`src/rtl/ahb_req_arbiter.sv`:
```
// Round-robin front-end that shares one AHB-Lite master among NREQ requesters.
// One transaction is in flight at a time; data, ack and error go back to the winner.

module ahb_req_arbiter #(
    parameter int NREQ    = 4,
    parameter int TIMEOUT = 16
) (
    input  logic                 hclk,
    input  logic                 hreset,
    input  logic [NREQ-1:0]      req,
    input  logic [NREQ-1:0]      req_wr,
    input  logic [NREQ*32-1:0]   req_addr,
    input  logic [NREQ*32-1:0]   req_dina,
    input  logic [NREQ*32-1:0]   req_dinb,
    input  logic [NREQ*2-1:0]    req_sel,
    output logic [NREQ-1:0]      gnt,
    output logic [NREQ-1:0]      ack,
    output logic                 err,
    output logic [31:0]          rdata,
    output logic                 busy,
    output logic                 m_enable,
    output logic                 m_wr,
    output logic [31:0]          m_addr,
    output logic [31:0]          m_dina,
    output logic [31:0]          m_dinb,
    output logic [1:0]           m_slave_sel,
    input  logic [31:0]          m_dout,
    input  logic                 m_hreadyout,
    input  logic                 m_hresp
);

    localparam int IDX_W = $clog2(NREQ);
    localparam int CNT_W = $clog2(TIMEOUT + 1);
    localparam logic [CNT_W-1:0] CNT_LAST = CNT_W'(TIMEOUT - 1);
    localparam logic [IDX_W-1:0] IDX_LAST = IDX_W'(NREQ - 1);

    typedef enum logic [1:0] {IDLE, ADDR, DATA, DONE} state_t;

    state_t           state_q, state_d;
    logic [IDX_W-1:0] last_q;
    logic [IDX_W-1:0] win_q;
    logic [IDX_W-1:0] win_d;
    logic             win_found;
    logic [CNT_W-1:0] cnt_q;
    logic             err_r;
    int               cand;
    logic [IDX_W-1:0] cand_idx;

    // Winner is the first requester found searching last+1, last+2, ... wrapping.
    always_comb begin
        // NOTE: every variable gets a default before the loop so no path leaves it unassigned (no latch).
        win_d     = '0;
        win_found = 1'b0;
        cand      = 0;
        cand_idx  = '0;
        for (int off = 1; off <= NREQ; off++) begin
            cand     = (int'(last_q) + off) % NREQ;
            cand_idx = IDX_W'(cand);
            if (!win_found && req[cand_idx]) begin
                win_found = 1'b1;
                win_d     = cand_idx;
            end
        end
    end

    always_comb begin
        state_d = state_q;
        case (state_q)
            IDLE:    if (win_found) state_d = ADDR;
            ADDR:    state_d = DATA;
            DATA:    if (m_hresp || m_hreadyout || cnt_q == CNT_LAST) state_d = DONE;
            DONE:    state_d = IDLE;
            default: state_d = IDLE;
        endcase
    end

    always_comb begin
        busy     = (state_q != IDLE);
        m_enable = (state_q == ADDR);
        ack      = (state_q == DONE) ? gnt : '0;
    end

    assign err = err_r;

    always_ff @(posedge hclk) begin
        if (hreset) begin
            state_q     <= IDLE;
            last_q      <= IDX_LAST;
            win_q       <= '0;
            cnt_q       <= '0;
            err_r       <= 1'b0;
            rdata       <= '0;
            gnt         <= '0;
            m_wr        <= 1'b0;
            m_addr      <= '0;
            m_dina      <= '0;
            m_dinb      <= '0;
            m_slave_sel <= '0;
        end else begin
            // NOTE: non-blocking so every register here sees the pre-edge values of the others.
            state_q <= state_d;
            case (state_q)
                IDLE: begin
                    if (win_found) begin
                        win_q       <= win_d;
                        gnt         <= NREQ'(1) << win_d;
                        m_wr        <= req_wr[win_d];
                        m_addr      <= req_addr[32*int'(win_d) +: 32];
                        m_dina      <= req_dina[32*int'(win_d) +: 32];
                        m_dinb      <= req_dinb[32*int'(win_d) +: 32];
                        m_slave_sel <= req_sel[2*int'(win_d) +: 2];
                    end
                end
                ADDR: cnt_q <= '0;
                DATA: begin
                    // Error beats ready; rdata is captured on writes too.
                    if (m_hresp) begin
                        err_r <= 1'b1;
                    end else if (m_hreadyout) begin
                        rdata <= m_dout;
                        err_r <= 1'b0;
                    end else if (cnt_q == CNT_LAST) begin
                        err_r <= 1'b1;
                    end else begin
                        cnt_q <= cnt_q + 1'b1;
                    end
                end
                DONE: begin
                    last_q <= win_q;
                    gnt    <= '0;
                end
                default: ;
            endcase
        end
    end

endmodule

```
`config.mk`:
```
export PLATFORM = sky130hd
export DESIGN_NAME = ahb_req_arbiter
export DESIGN_NICKNAME = d
export VERILOG_FILES = /design/src/rtl/ahb_req_arbiter.sv
export SDC_FILE = /design/constraint.sdc
export NUM_CORES = 1
export LEC_CHECK = 0
export CORE_AREA = 3 3 224 226
export CTS_CLUSTER_DIAMETER = 150
export CTS_CLUSTER_SIZE = 30
export DETAILED_ROUTE_END_ITERATION = 8
export DIE_AREA = 0 0 227 229
export DONT_BUFFER_PORTS = 1
export PLACE_DENSITY_LB_ADDON = 0.12
export SYNTH_ARGS = -nofsm -noshare
export SYNTH_HDL_FRONTEND = slang
export SYNTH_SLANG_ARGS = --single-unit
```
`constraint.sdc`:
```
create_clock -name hclk -period 2.4 [get_ports hclk]
set_input_delay 0.6 -clock hclk [delete_from_list [all_inputs] [get_ports hclk]]
set_output_delay 0.6 -clock hclk [all_outputs]
set_load 0.005 [all_outputs]
```
==> impl_metrics.toml <==
[outcome]
status = "finished clean"

[setup_path]
startpoint_type = "flop"
crit_start = "last_q[1]"
critPathRequiredTime_ns = 2.74
endpoint = "m_dina[14]"
r2r-end = "m_dina[14]"
reg2reg_depth = 5
cp-end-kind = "flop"
cp.arrival_ns = 2.52
worstSetupPathType = "flop to flop"
path_max_fanout = 20
r2r-start = "last_q[1]"
r2r_slack_ns = 0.21

[sta]
holdWs_ns = 0.215
finalCriticalPeriod_ns = 2.19
hold_viol_final = 0
period_share_pct = 91.2
finalSetupViolations = 0
max_freq_mhz = 457
clock_skew_ns = 0.0115
slew-limit-headroom_pct = 38.3
drv_slew = 0
rsz0062_at_grt = "false"
worst_pin_slew_ns = 0.923

[clocking]
ctsResizeCount = 0
cts_buffers = 17
clkTransAtPathRegs_ns = 0.07
clockBufferDepth = 2
hold_buffers = 0
cts_tree = "yes"
clkLatencyLatePin_ns = 0.48
numClockSinks = 147
cts_setup_buffers = 0
cts_root_buf = "clkbuf_16"
htreeDepth = 4

[logic_synthesis]
synth_cells = 974
ys_warn_count = 0
synth_edf_count = 0
syn-num-nets = 1416
yosysUniqueCellTypes = 41
avgSynthCellArea_sq_um = 8.20
synth_async_sr_flop_share_pct = 0
syn_area_sq_um = 7980
ys_seq_area_share_pct = 36.9
synthFlopType = "dfxtp_1"
ys_ff_latch = 147

[finish]
drive_gt1_share_pct = 10.8
fill_cells = 5444
finalNetCount = 1362
final_area_sq_um = 9540
area_growth_pct = 19.5
layout.cells.non_filler = 1558
mostFrequentLayoutCells = "dfxtp_1, a221oi_1, a31oi_1, a21oi_1, o311a_1"
final_common_cell = "dfxtp_1"

[detailed_routing]
route.detailed.drc = 0
ant_nets = 0
num_vias = 8192
avgViaCountPerCell = 5.26
wire_per_inst_um = 27.1
drtPass1Iterations = 5
totalWireLength_mm = 42.2
drt_iter0_markers = 487

[global_route]
antenna_found_initial = 4
grt_pass1_wl_mm = 58.6
grt_usage_pct = 15.7
grt_pass1_vias = 8133
grt-ovfl-total = 0
grt_max_degree = 86

[power]
pwr-share-comb_pct = 38.0
ir_worst_vdd_v = 0.000537
switching_share_pct = 42.1
sequentialPowerShare_pct = 36.5
p_int_mw = 6.43
pwr-share-clk_pct = 25.5
p_leak_nw = 3.52
powerDensity_nw_per_um2 = 1160
p_sw_mw = 4.68

[die]
die_w_um = 227
die-area_sq_um = 52000
rows = 81
dieHeight_um = 229
start_util_pct = 16.4
coreArea_sq_um = 48500
ios = 578

[place]
dp_cells = 1523
dp_hpwl_mm = 31.4
portBuffers = 0
dpl_cell_area_sq_um = 8950
gp_congestion = 0.784

[hold_path]
hp-class = "input port to flop"

[run]
maxCapViolCount = 0
==> worst min-delay path by stage <==
stage,from,end,depth (start not counted)
floorplan,win_q[1],win_q[1],2
global placement,win_q[1],win_q[1],2
detailed placement,win_q[1],win_q[1],2
CTS,hreset,m_dina[29],1
global route,hreset,m_dina[19],1
finish,hreset,m_dina[20],1
==> registers in the layout (all words and copies together) (netlist names) <==
register and count:
win_q 2, rdata 32, err 1, m_addr 32, m_slave_sel 2, m_dinb 32
cnt_q 5, m_dina 32, last_q 2, m_wr 1, state_q 2, gnt 4
==> stage by stage <==
step / util (%) / total power, mW / setup slack, ns / TNS [ns]
2_1_floorplan: - / 6.55 / 0.298 / 0
3_3_place_gp: 18.4 / 8.47 / -0.0667 / -0.868
3_5_place_dp: 18.4 / 8.46 / -0.0689 / -0.560
4_1_cts: 19.6 / 11.4 / 0.141 / 0
5_1_grt: 19.7 / 11.9 / 0.0121 / 0
6_report: 19.7 / 11.1 / 0.212 / 0
==> critical path, cell delays in order, from the launching register on <==
cell      delay [ns]
dfxtp_1         0.53
nor2_1          0.10
o311a_4         0.52
buf_4           0.23
a221oi_1        0.51
a211oi_1        0.14
==> synth_stat cells, types with 3 or more instances <==
| master | n | area share (%) |
|---|---|---|
| nand3_1 | 40 | 2.5 |
| clkbuf_1 | 83 | 3.9 |
| nor2b_1 | 3 | 0.24 |
| inv_1 | 8 | 0.38 |
| buf_4 | 5 | 0.47 |
| nand2b_1 | 5 | 0.39 |
| a311oi_1 | 6 | 0.66 |
| o21ai_0 | 67 | 4.2 |
| and2_1 | 4 | 0.31 |
| buf_2 | 36 | 2.3 |
| nor2_1 | 53 | 2.5 |
| nor3_1 | 4 | 0.25 |
| nand2_1 | 76 | 3.6 |
| o311a_1 | 81 | 10 |
| a211oi_1 | 35 | 3.3 |
| ha_1 | 6 | 0.94 |
| or2_2 | 3 | 0.24 |
| a31oi_1 | 94 | 7.4 |
| a21oi_1 | 89 | 5.6 |
| a221oi_1 | 99 | 11 |
| dfxtp_1 | 147 | 37 |
==> layout make-up <==
class                   count  area (sq um)  share of cell area (%)
diodes                      3          7.51                  0.0787
repair buffers             55           676                    7.08
multi-input cells         691          4520                    47.4
well taps                 622           778                    8.16
clock inverters            12           131                    1.38
flip-flops and latches    147          2940                    30.8
clock buffers              20           457                    4.79
inverters                   8          30.0                   0.315
==> power groups by stage <==
stage	Combinational (mW)	Clock, mW	Sequential [mW]
2_1_floorplan	2.83	0	3.72
3_3_place_gp	4.30	0	4.17
3_5_place_dp	4.33	0	4.13
4_1_cts	4.33	2.97	4.09
5_1_grt	4.75	3.05	4.14
6_report	4.22	2.83	4.06
==> routing by layer <==
| metal | wire length (um) | GRT usage (%) | part of all wire, % |
|---|---|---|---|
| met5 | 0 | 0 | 0 |
| met3 | 3680 | 5.77 | 8.7 |
| met1 | 16400 | 17.9 | 39 |
| met2 | 21300 | 26.5 | 50 |
| met4 | 941 | 6.06 | 2.2 |
==> cells by family after synthesis <==
logic type / Yosys count / share of synthesized area (%)
compound gates: 481 / 43.2
mux: 2 / 0.251
simple gates: 200 / 11.1
flops: 147 / 36.9
buf+inv: 136 / 7.38
xor+xnor: 2 / 0.219
fa+ha+maj: 6 / 0.940
(Power assumes the default switching activity.)
